<file path="config.mk">
export PLATFORM = sky130hd
export DESIGN_NAME = isq_iss
export DESIGN_NICKNAME = d
export VERILOG_FILES = /design/src/rtl/isq_iss.sv
export SDC_FILE = /design/constraint.sdc
export NUM_CORES = 1
export LEC_CHECK = 0
export ABC_AREA = 1
export CAP_MARGIN = 20
export CORE_AREA = 2 2 415 417
export CTS_CLUSTER_DIAMETER = 100
export DETAILED_ROUTE_END_ITERATION = 16
export DIE_AREA = 0 0 417 419
export PLACE_DENSITY = 0.38
export SLEW_MARGIN = 30
export SYNTH_ARGS = -nofsm -noshare
export SYNTH_HDL_FRONTEND = slang
export SYNTH_SLANG_ARGS = --single-unit
</file>
<file path="constraint.sdc">
create_clock -name clk -period 2.45 [get_ports clk]
set_clock_uncertainty 0.15 [all_clocks]
set_input_delay 0.245 -clock clk [delete_from_list [all_inputs] [get_ports clk]]
set_output_delay 0.245 -clock clk [all_outputs]
set_load 0.005 [all_outputs]
</file>
<file path="src/rtl/isq_iss.sv">
// rtl/isq_iss.sv - issue-queue read/issue stage; optional branch blocking via ISQ_BRN_BLOCK_EN
module isq_iss #(
    parameter int INST_WIDTH      = 56,
    parameter int ISQ_DEPTH       = 16,
    parameter int ISQ_IDX_WIDTH   = 4,
    parameter int STALL_CNT_WIDTH = 16
) (
    input  logic                            clk,
    input  logic                            rst_n,
    input  logic [ISQ_DEPTH*(INST_WIDTH+2)-1:0] isq_lin_flat,
    input  logic [ISQ_DEPTH-1:0]            lin_val,
    input  logic                            iss_rdy,
    input  logic                            brn_flush,
    input  logic                            brn_resolve,
    output logic                            iss_val,
    output logic [INST_WIDTH-1:0]           iss_inst,
    output logic [ISQ_IDX_WIDTH-1:0]        iss_idx,
    output logic [ISQ_DEPTH-1:0]            clr_val_vec,
    output logic [ISQ_DEPTH-1:0]            fls_inst_vec,
    output logic [STALL_CNT_WIDTH-1:0]      stall_cnt
);
    localparam int LINE_W = INST_WIDTH + 2;

    logic [INST_WIDTH-1:0]    line_inst [ISQ_DEPTH];
    logic [ISQ_DEPTH-1:0]     line_wat;
    logic [ISQ_DEPTH-1:0]     line_brn_wat;
    logic [ISQ_DEPTH-1:0]     elig;
    logic                     free;
    logic                     gnt_any;
    logic [ISQ_IDX_WIDTH-1:0] gnt_idx;
    logic [ISQ_DEPTH-1:0]     gnt_vec;

    // Split each packed line into {brn_wat, wat, inst}
    always_comb begin
        for (int i = 0; i < ISQ_DEPTH; i++) begin
            line_inst[i]    = isq_lin_flat[i*LINE_W +: INST_WIDTH];
            line_wat[i]     = isq_lin_flat[i*LINE_W + INST_WIDTH];
            line_brn_wat[i] = isq_lin_flat[i*LINE_W + INST_WIDTH + 1];
        end
    end

`ifdef ISQ_BRN_BLOCK_EN
    logic brn_inflight;

    // Branch lines are held back while an earlier granted branch is unresolved
    assign elig = lin_val & ~line_wat & ~(line_brn_wat & {ISQ_DEPTH{brn_inflight}});

    // Track the single in-flight branch; a same-cycle grant wins over resolve
    always_ff @(posedge clk or negedge rst_n) begin
        if (!rst_n) begin
            brn_inflight <= 1'b0;
        end else if (gnt_any && line_brn_wat[gnt_idx]) begin
            brn_inflight <= 1'b1;
        end else if (brn_resolve || brn_flush) begin
            brn_inflight <= 1'b0;
        end
    end
`else
    logic unused_brn;

    assign elig       = lin_val & ~line_wat;
    assign unused_brn = ^{brn_resolve, line_brn_wat};
`endif

    assign free = !iss_val || iss_rdy;

    // Lowest-index eligible line wins; nothing is granted on flush, stall or reset
    always_comb begin
        gnt_any = 1'b0;
        gnt_idx = '0;
        for (int i = ISQ_DEPTH - 1; i >= 0; i--) begin
            if (elig[i]) begin
                gnt_any = 1'b1;
                gnt_idx = ISQ_IDX_WIDTH'(i);
            end
        end
        if (!free || brn_flush || !rst_n) begin
            gnt_any = 1'b0;
        end
    end

    assign gnt_vec      = gnt_any ? (ISQ_DEPTH'(1) << gnt_idx) : '0;
    assign clr_val_vec  = gnt_vec;
    assign fls_inst_vec = gnt_vec;

    // Output stage: flush beats grant, grant beats drain; payload holds on drain
    always_ff @(posedge clk or negedge rst_n) begin
        if (!rst_n) begin
            iss_val  <= 1'b0;
            iss_inst <= '0;
            iss_idx  <= '0;
        end else if (brn_flush) begin
            iss_val <= 1'b0;
        end else if (gnt_any) begin
            iss_val  <= 1'b1;
            iss_inst <= line_inst[gnt_idx];
            iss_idx  <= gnt_idx;
        end else if (iss_rdy) begin
            iss_val <= 1'b0;
        end
    end

    // Saturating count of cycles the execution unit back-pressures a valid issue
    always_ff @(posedge clk or negedge rst_n) begin
        if (!rst_n) begin
            stall_cnt <= '0;
        end else if (iss_val && !iss_rdy && (stall_cnt != '1)) begin
            stall_cnt <= stall_cnt + 1'b1;
        end
    end
endmodule

</file>
* After elaboration in Yosys (flattened, before gate mapping)
Cells that the tools add are included.
** Word-level totals
- Register bits after elaboration :: 77
- Bits of input ports :: 949
- Output and inout port bits :: 109
- Logic and storage cells :: 63
** Cells by class
- Add/sub/neg operators :: 1
- $lt $le $gt $ge :: 1
- Equal/unequal tests :: 1
- Shift-type cells :: 1
- Muxes and demuxes :: 40
- Bitwise gates (word level) :: 4
- Reduce and logical (&&, ||, !) cells :: 11
** Operators with widths (count)
- $bmux 56 s4 :: 1
- $mux 56 :: 2
- $mux 4 :: 16
- $mux 1 :: 20
- $add 16x1->16 const B :: 1
- $and 16x16->16 :: 1
- $mux 16 :: 1
- $ne 16x16->1 const B :: 1
- $not 16->16 :: 1
- $shl 1x4->16 const A :: 1
- $ge 5x5->1 const B :: 1
- $not 4->5 :: 1
- $logic_not 1->1 :: 4
- $logic_or 1x1->1 :: 3
- $reduce_bool 3->1 :: 1
- $logic_and 1x1->1 :: 2
- $reduce_and 2->1 :: 1
- $not 1->1 :: 1

* Depth between registers and ports, before layout
Gate-level depths: netlist of the first run.
- Depth after elaboration :: 22
- Mapped depth :: 27

* Least setup slack after synthesis of the first run
No wires, ideal clock.
- Path kind :: input to output
- Start point :: in isq_lin_flat[114]
- End point :: out fls_inst_vec[12]
- Arrival :: 2093 ps
- Slack :: -38 ps
- Stages :: 12
- Path buffers :: 4
- Path through :: inv_1 -> nand2_1 -> nand2_1 -> nor2_1 -> inv_1 -> a21oi_1 -> inv_2 -> buf_2 -> buf_2 -> buf_1 -> nor3_1 -> buf_4
** Between the ends
- Word-level cells in the longest chain between the ends :: 6
** Ends and longest elaborated chain
- from (decl) :: RTL line 10 : input logic [ISQ_DEPTH*(INST_WIDTH+2)-1:0] isq_lin_flat,
- $not 16->16 * :: RTL line 61 : assign elig = lin_val & ~line_wat;
- $and 16x16->16 * :: RTL line 61
- $mux 4 / $mux 1 (equally long branches) (2 in a row) :: RTL line 72 : if (elig[i]) begin
- $shl 1x4->16 / $mux 1 (equally long branches) :: RTL line 82, 77
- $mux 16 * :: RTL line 82 : assign gnt_vec = gnt_any ? (ISQ_DEPTH'(1) << gnt_idx) : '0;
- to (decl) :: RTL line 19 : output logic [ISQ_DEPTH-1:0] fls_inst_vec,
Mark *: on every way between the ends. The rest lies on a longest branch, timed or not.

* Final worst setup path of the first run
- Start point :: in isq_lin_flat[926]
- End point :: out clr_val_vec[7]
** Between the ends
- Word-level cells in the longest chain between the ends :: 20
** Ends and longest elaborated chain
- $not 16->16 * :: RTL line 61
- $and 16x16->16 * :: RTL line 61
- $mux 4 / $mux 1 (equally long branches) (16 in a row) :: RTL line 72
- $shl 1x4->16 / $mux 1 (equally long branches) :: RTL line 82, 77
- $mux 16 * :: RTL line 82
- to (decl) :: RTL line 18 : output logic [ISQ_DEPTH-1:0] clr_val_vec,
Marks and branches as above.

==> impl_metrics.ini, run 1 <==
[outcome]
status = finished with violations
violations = setup timing

[worst_setup_path]
critPathTopFamily = simple AND/OR/NAND/NOR gates
cp_max_fo = 4
r2r-end = stall_cnt[13]$_DFFE_PN0P_
r2r_cells = 14
worst-path-buf-inv = 6
path_class = in -> out
path_cells = buf_12 > nor2_4 > nand2_4 > nand2_2 > nand2_1 > nand2_1 > nand2_1 > nand2_1 > nand2_1 > nand2_1 > nand2_1 > nand2_1 > nand2_1 > nand2_1 > nand2_2 > nand2_8 > nand2_8 > nor2_4 > buf_12 > clkinvlp_4 > nor3_2 > buf_4 > buf_6 > buf_6
crit_end = clr_val_vec[7]
worstSetupPathDepth = 24
r2r_slack_ns = 0.19
required_ns = 2.06
critPathArrivalTime_ns = 2.58
worstSetupEndpointType = output port
crit_path_frequent_cell = nand2_1
cp_slowest_cell = nor3_2
slowest_delay_ns = 0.23
start_kind = input port
startpoint = isq_lin_flat[926]
r2r-start = stall_cnt[0]$_DFFE_PN0P_

[logic_synthesis]
ys_seq_elements = 77
ys_seq_area_share_pct = 13.8
syn_nets = 3756
ys_warn_count = 0
synthDistinctLibCells = 29
netlist_area_um2 = 13900
synthCells = 2806
syn_avg_cell_area_um2 = 4.97

[finish]
layout_common_cells = nand2_1 (990), clkdlybuf4s50_1 (984), nand3_1 (326), nand2_2 (278), buf_4 (195)
seq_area_um2 = 1930
multi_input_area_um2 = 13500
nNetsFinal = 4992
layout_commonest_cell = nand2_1
post-route-util_pct = 20.8
area_delta_synth_final_pct = 155
layout-drive-gt1-share_pct = 28.7
fillers = 19400

[cts]
ctsRootBufferMaster = clkbuf_16
insertion_delay_ns = 0.39
h-tree-depth = 3
numClockSinks = 77
cts_tree = yes
cts_made_buffers = 9
clk_pin_slew_ns = 0.07
cts_buffer_depth = 2

[die]
die_h_um = 419
rows = 152
dieArea_um2 = 175000
initial_utilization_pct = 8.17
num_io_pins = 1058
core_um2 = 171000
fp.dieW_um = 417

[routing]
drc = 0
wl_mm = 197
wl_per_cell_um = 31.2
drt-pass1-iter-count = 8
vias_per_cell = 3.99
antenna_left = 0
drtIter0Drc = 1764
num_vias = 25200

[placed_design]
port_buffers = 1040
pre_cts_slack_ns = -2.04
gp_congestion = 0.927
hpwl_mm = 159

[global_route]
use_met1_pct = 25.2
grt_pass1_vias = 25200
grt_usage_pct = 20.9
use_met3_pct = 3.37
grt.busiest_layer = met2
antenna_found_initial = 92
grt_pass1_wl_mm = 244
overflow = 0
grt_max_degree = 113
gr-usage-met2_pct = 38.5

[power_and_ir_drop]
peakVddDrop_uv = 378
power_density_nw_per_um2 = 419
p_leak_nw = 16.0

[timing]
relSlewSlack_pct = 48.1
min_period_ns = 2.97
fmax_mhz = 336
worst_slack_ns = -0.525
finalHoldViolCount = 0
max_slew.worst_pin.slew_ns = 0.779
slew_violations = 0
grt_setup_unrepaired = true
setup_viol = 88
worst_hold_slack_ns = 0.328
period_share_pct = 121

[flow_run]
drv_cap = 0

[hold_path]
hold_class = reg -> reg
## cells in the mapped netlist, drive strengths merged
library cell  count  area share, %
buf             150            6.3
nor3             11           0.39
clkinv            1          0.036
nor2            155            4.2
clkbuf          111            3.0
nand3           565             20
nand2          1331             36
a21oi            38            1.4
o211ai            1          0.090
xnor2             8           0.50
a31oi             1          0.045
mux2              1          0.081
o21ai             7           0.25
xor2              7           0.44
nand3b           33            1.8
nor4              1          0.045
inv             139            3.7
nand4           167            7.5
dfrtp            77             14
ha                1          0.090
nor3b             1          0.054
## where the power goes
part	internal [mW]	switching [mW]	total, mW	leakage [nW]
logic	5.18	6.20	11.4	14.8
clock network	0.822	0.822	1.64	0.152
registers	1.55	0.314	1.87	0.977
total	7.56	7.34	14.9	16.0
## per-stage QoR
| step | cell area [um^2] | setup TNS [ns] | cells | total power, mW |
|---|---|---|---|---|
| 4_1_cts | 31900 | -33.44 | 6208 | 13.8 |
| 6_report | 35600 | -29.08 | 6308 | 14.9 |
| 5_1_grt | 35600 | -41.01 | 6302 | 15.7 |
| 3_5_place_dp | 29300 | -141.87 | 6126 | 11.1 |
| 2_1_floorplan | 13900 | 0 | 2806 | 4.69 |
| 3_3_place_gp | 29300 | -147.95 | 6126 | 11.2 |
## worst reg2reg max path, stage by stage, from the launching register on
cell	delay (ns)
dfrtp_1	0.39
ha_2	0.19
nand3_2	0.08
nor3_2	0.06
nand4_1	0.17
nand2_2	0.11
nor2_4	0.15
nand3_4	0.09
nor2_4	0.13
nand2_2	0.07
nor2_4	0.13
nand3_2	0.10
nor2_2	0.13
buf_4	0.12
xor2_1	0.13
## state kept, by name, summed over array words and instances, names as in the netlist
register   count
iss_val        1
stall_cnt     16
iss_inst      56
iss_idx        4
## per-layer routing
layer	vias to the layer above	wire [um]	part of all wire (%)
met5	-	199	0.10
met4	32	5030	2.6
met3	214	10500	5.4
met2	1035	101000	51
met1	12300	79600	40
li1	11600	-	-
## worst min path at each step
stage / start / to / slack, ns / depth (start not counted)
global placement: rst_n / stall_cnt[13]$_DFFE_PN0P_ / 0.30 / 2
detailed placement: rst_n / stall_cnt[14]$_DFFE_PN0P_ / 0.29 / 2
global route: iss_inst[47]$_DFFE_PN0P_ / iss_inst[47]$_DFFE_PN0P_ / 0.35 / 2
floorplan: rst_n / iss_idx[0]$_DFFE_PN0P_ / -0.20 / 0
CTS: iss_idx[3]$_DFFE_PN0P_ / iss_idx[3]$_DFFE_PN0P_ / 0.33 / 2
finish: iss_inst[50]$_DFFE_PN0P_ / iss_inst[50]$_DFFE_PN0P_ / 0.33 / 2
## final cells by class
cell class / count / area share [%]
repair buffers: 1486 / 46.1
multi-input cells: 2328 / 37.9
diodes: 28 / 0.197
inverters: 140 / 1.65
clock buffers: 10 / 0.672
flip-flops and latches: 77 / 5.42
clock inverters: 6 / 0.176
well taps: 2233 / 7.86
## cell families (layout without fill, tap and decap cells)
group / count (synthesis) / in the layout / synth area share [%]
XOR/XNOR: 15 / 15 / 0.942
AO/OA/AOI/OAI: 47 / 47 / 1.75
other: 0 / 28 / 0
adder cells (fa/ha/maj): 1 / 1 / 0.0897
AND/OR/NAND/NOR: 2264 / 2264 / 70.2
multiplexers: 1 / 1 / 0.0808
buffers and inverters: 401 / 1642 / 13.1
flip-flops: 77 / 77 / 13.8
## what timing repair did
item / 4_1_cts / 5_1_grt
buffers inserted: 55 / 61
setup endpoints to repair: 95 / 92
hold buffers: 1 / 0
resized for setup: 509 / 681
endpoints found under the hold margin: 41 / 0
gates cloned: 15 / 34
pin swaps: 85 / 311
Note: power is estimated with default switching activity, not from simulation.
==> inputs of run 2 (changes only) <==
--- a/config.mk
+++ b/config.mk
@@ -12,6 +12,7 @@
 export DETAILED_ROUTE_END_ITERATION = 16
 export DIE_AREA = 0 0 417 419
 export PLACE_DENSITY = 0.38
+export RECOVER_POWER = 25
 export SLEW_MARGIN = 30
 export SYNTH_ARGS = -nofsm -noshare
 export SYNTH_HDL_FRONTEND = slang
==> run 2 against run 1 <==
The flow still finishes with violations (setup timing). Fmax about the same. Cell count is the same. Global-route usage unchanged. Register-to-register slack hardly changed. First-iteration DRC count down 0.96%. Die area unchanged. Setup slack gained 0.0013 ns. Non-clock buffer count did not move. Sequential cell count unchanged. Wire length hardly changed. Sequential share of layout area barely moved. Critical path type unchanged. Largest power group unchanged.
==> impl_metrics.ini, run 2 (synthesis results as in run 1) <==
[outcome]
status = finished with violations
violations = setup timing

[routing]
wl_mm = 197
drtIter0Drc = 1747
antenna_left = 0
wl_per_cell_um = 31.2
drt-pass1-iter-count = 8
drc = 0
num_vias = 25200
vias_per_cell = 4.00

[global_route]
grt_pass1_wl_mm = 244
grt_usage_pct = 20.9
antenna_found_initial = 92
grt_max_degree = 113
grt_pass1_vias = 25200
overflow = 0

[cts]
cts_tree = yes
h-tree-depth = 3
cts_buffer_depth = 2
clk_pin_slew_ns = 0.07
ctsRootBufferMaster = clkbuf_16
cts_made_buffers = 9
numClockSinks = 77
insertion_delay_ns = 0.39

[flow_run]
drv_cap = 0

[timing]
finalHoldViolCount = 0
worst_hold_slack_ns = 0.327
min_period_ns = 2.97
fmax_mhz = 336
worst_slack_ns = -0.524
relSlewSlack_pct = 9.90
setup_tns_ns = -30.83
max_slew.worst_pin.slew_ns = 1.35
grt_setup_unrepaired = true
slew_violations = 0
setup_viol = 124
period_share_pct = 121

[finish]
regMostFlops = iss_inst
area_delta_synth_final_pct = 155
layout-drive-gt1-share_pct = 28.6
final_cells = 6308
top_regs = iss_inst x56, stall_cnt x16, iss_idx x4
design_area_um2 = 35600
layout_commonest_cell = nand2_1
post-route-util_pct = 20.8
fillers = 19400
nNetsFinal = 4992
largest_reg_flops = 56
layout_common_cells = nand2_1 (990), clkdlybuf4s50_1 (984), nand3_1 (326), nand2_2 (278), buf_4 (191)

[placed_design]
placed_cell_area_um2 = 29300
gp_congestion = 0.927
port_buffers = 1040
hpwl_mm = 159
pre_cts_slack_ns = -2.04
dp_cells = 6126

[worst_setup_path]
path_class = in -> out
critPathTopFamily = simple AND/OR/NAND/NOR gates
worst-path-buf-inv = 6
cp_slowest_cell = nor3_2
slowest_delay_ns = 0.23
path_cells = buf_12 > nor2_4 > nand2_4 > nand2_2 > nand2_1 > nand2_1 > nand2_1 > nand2_1 > nand2_1 > nand2_1 > nand2_1 > nand2_1 > nand2_1 > nand2_1 > nand2_2 > nand2_8 > nand2_8 > nor2_4 > buf_12 > clkinvlp_4 > nor3_2 > buf_4 > buf_6 > buf_6
cp_max_fo = 4
required_ns = 2.06
crit_path_frequent_cell = nand2_1
critPathArrivalTime_ns = 2.58
r2r_slack_ns = 0.19
start_kind = input port
worstSetupEndpointType = output port

[die]
initial_utilization_pct = 8.17
num_io_pins = 1058
dieArea_um2 = 175000
core_um2 = 171000
die_h_um = 419
fp.dieW_um = 417
rows = 152

[power_and_ir_drop]
peakVddDrop_uv = 378
p_switching_mw = 7.34
power_density_nw_per_um2 = 419
intPower_mw = 7.55
p_leak_nw = 16.0
report.power.total_mw = 14.9
netSwitchingFraction_pct = 49.3
combPwrFrac_pct = 76.4
seqPwrFrac_pct = 12.5
p_clk_share_pct = 11.0

[hold_path]
hold_class = reg -> reg
-- run 2: power groups by stage --
stage	logic, mW	registers [mW]	clock network [mW]
2_1_floorplan	2.92	1.77	0
3_3_place_gp	9.25	1.91	0
3_5_place_dp	9.16	1.90	0
4_1_cts	10.2	1.89	1.73
5_1_grt	12.1	1.91	1.73
6_report	11.4	1.87	1.64
-- run 2: layout make-up --
type | count | area, um^2 | area share [%]
Clock inverter | 6 | 62.6 | 0.176
Tap cell | 2233 | 2790 | 7.86
Sequential cell | 77 | 1930 | 5.42
Multi-Input combinational cell | 2328 | 13500 | 38.0
Clock buffer | 10 | 239 | 0.672
Inverter | 140 | 586 | 1.65
Timing Repair Buffer | 1486 | 16400 | 46.1
Antenna cell | 28 | 70.1 | 0.197
-- run 2: final timing paths --
kind	endpoint	cells past startpoint	startpoint
min in group asynchronous	stall_cnt[14]$_DFFE_PN0P_	3	rst_n
worst min-delay path	iss_inst[50]$_DFFE_PN0P_	2	iss_inst[50]$_DFFE_PN0P_
worst max-delay path	clr_val_vec[7]	24	isq_lin_flat[926]
worst min register to register	iss_inst[50]$_DFFE_PN0P_	2	iss_inst[50]$_DFFE_PN0P_
worst max register to register	stall_cnt[13]$_DFFE_PN0P_	14	stall_cnt[0]$_DFFE_PN0P_
max in group asynchronous	iss_inst[15]$_DFFE_PN0P_	4	rst_n
-- run 2: worst min-delay path: stages (launching register included) --
cell     delay [ns]
dfrtp_1        0.35
nand2_1        0.05
nand2_1        0.05
-- run 2: metal layers --
metal	global-route usage, %	routed length (um)	share of wire [%]	vias to the layer above
met5	0	199	0.10	-
met4	5.00	4970	2.5	32
li1	-	-	-	11600
met1	25.2	79400	40	12300
met3	3.37	10800	5.5	210
met2	38.5	101000	52	1016
-- run 2: repair_timing --
action | 4_1_cts | 5_1_grt
gates resized for setup | 509 | 681
endpoints found under the setup margin | 95 | 92
pin swaps | 85 | 311
setup buffers | 55 | 61
hold buffers | 1 | 0
endpoints found under the hold margin | 41 | 0
cloned | 15 | 34
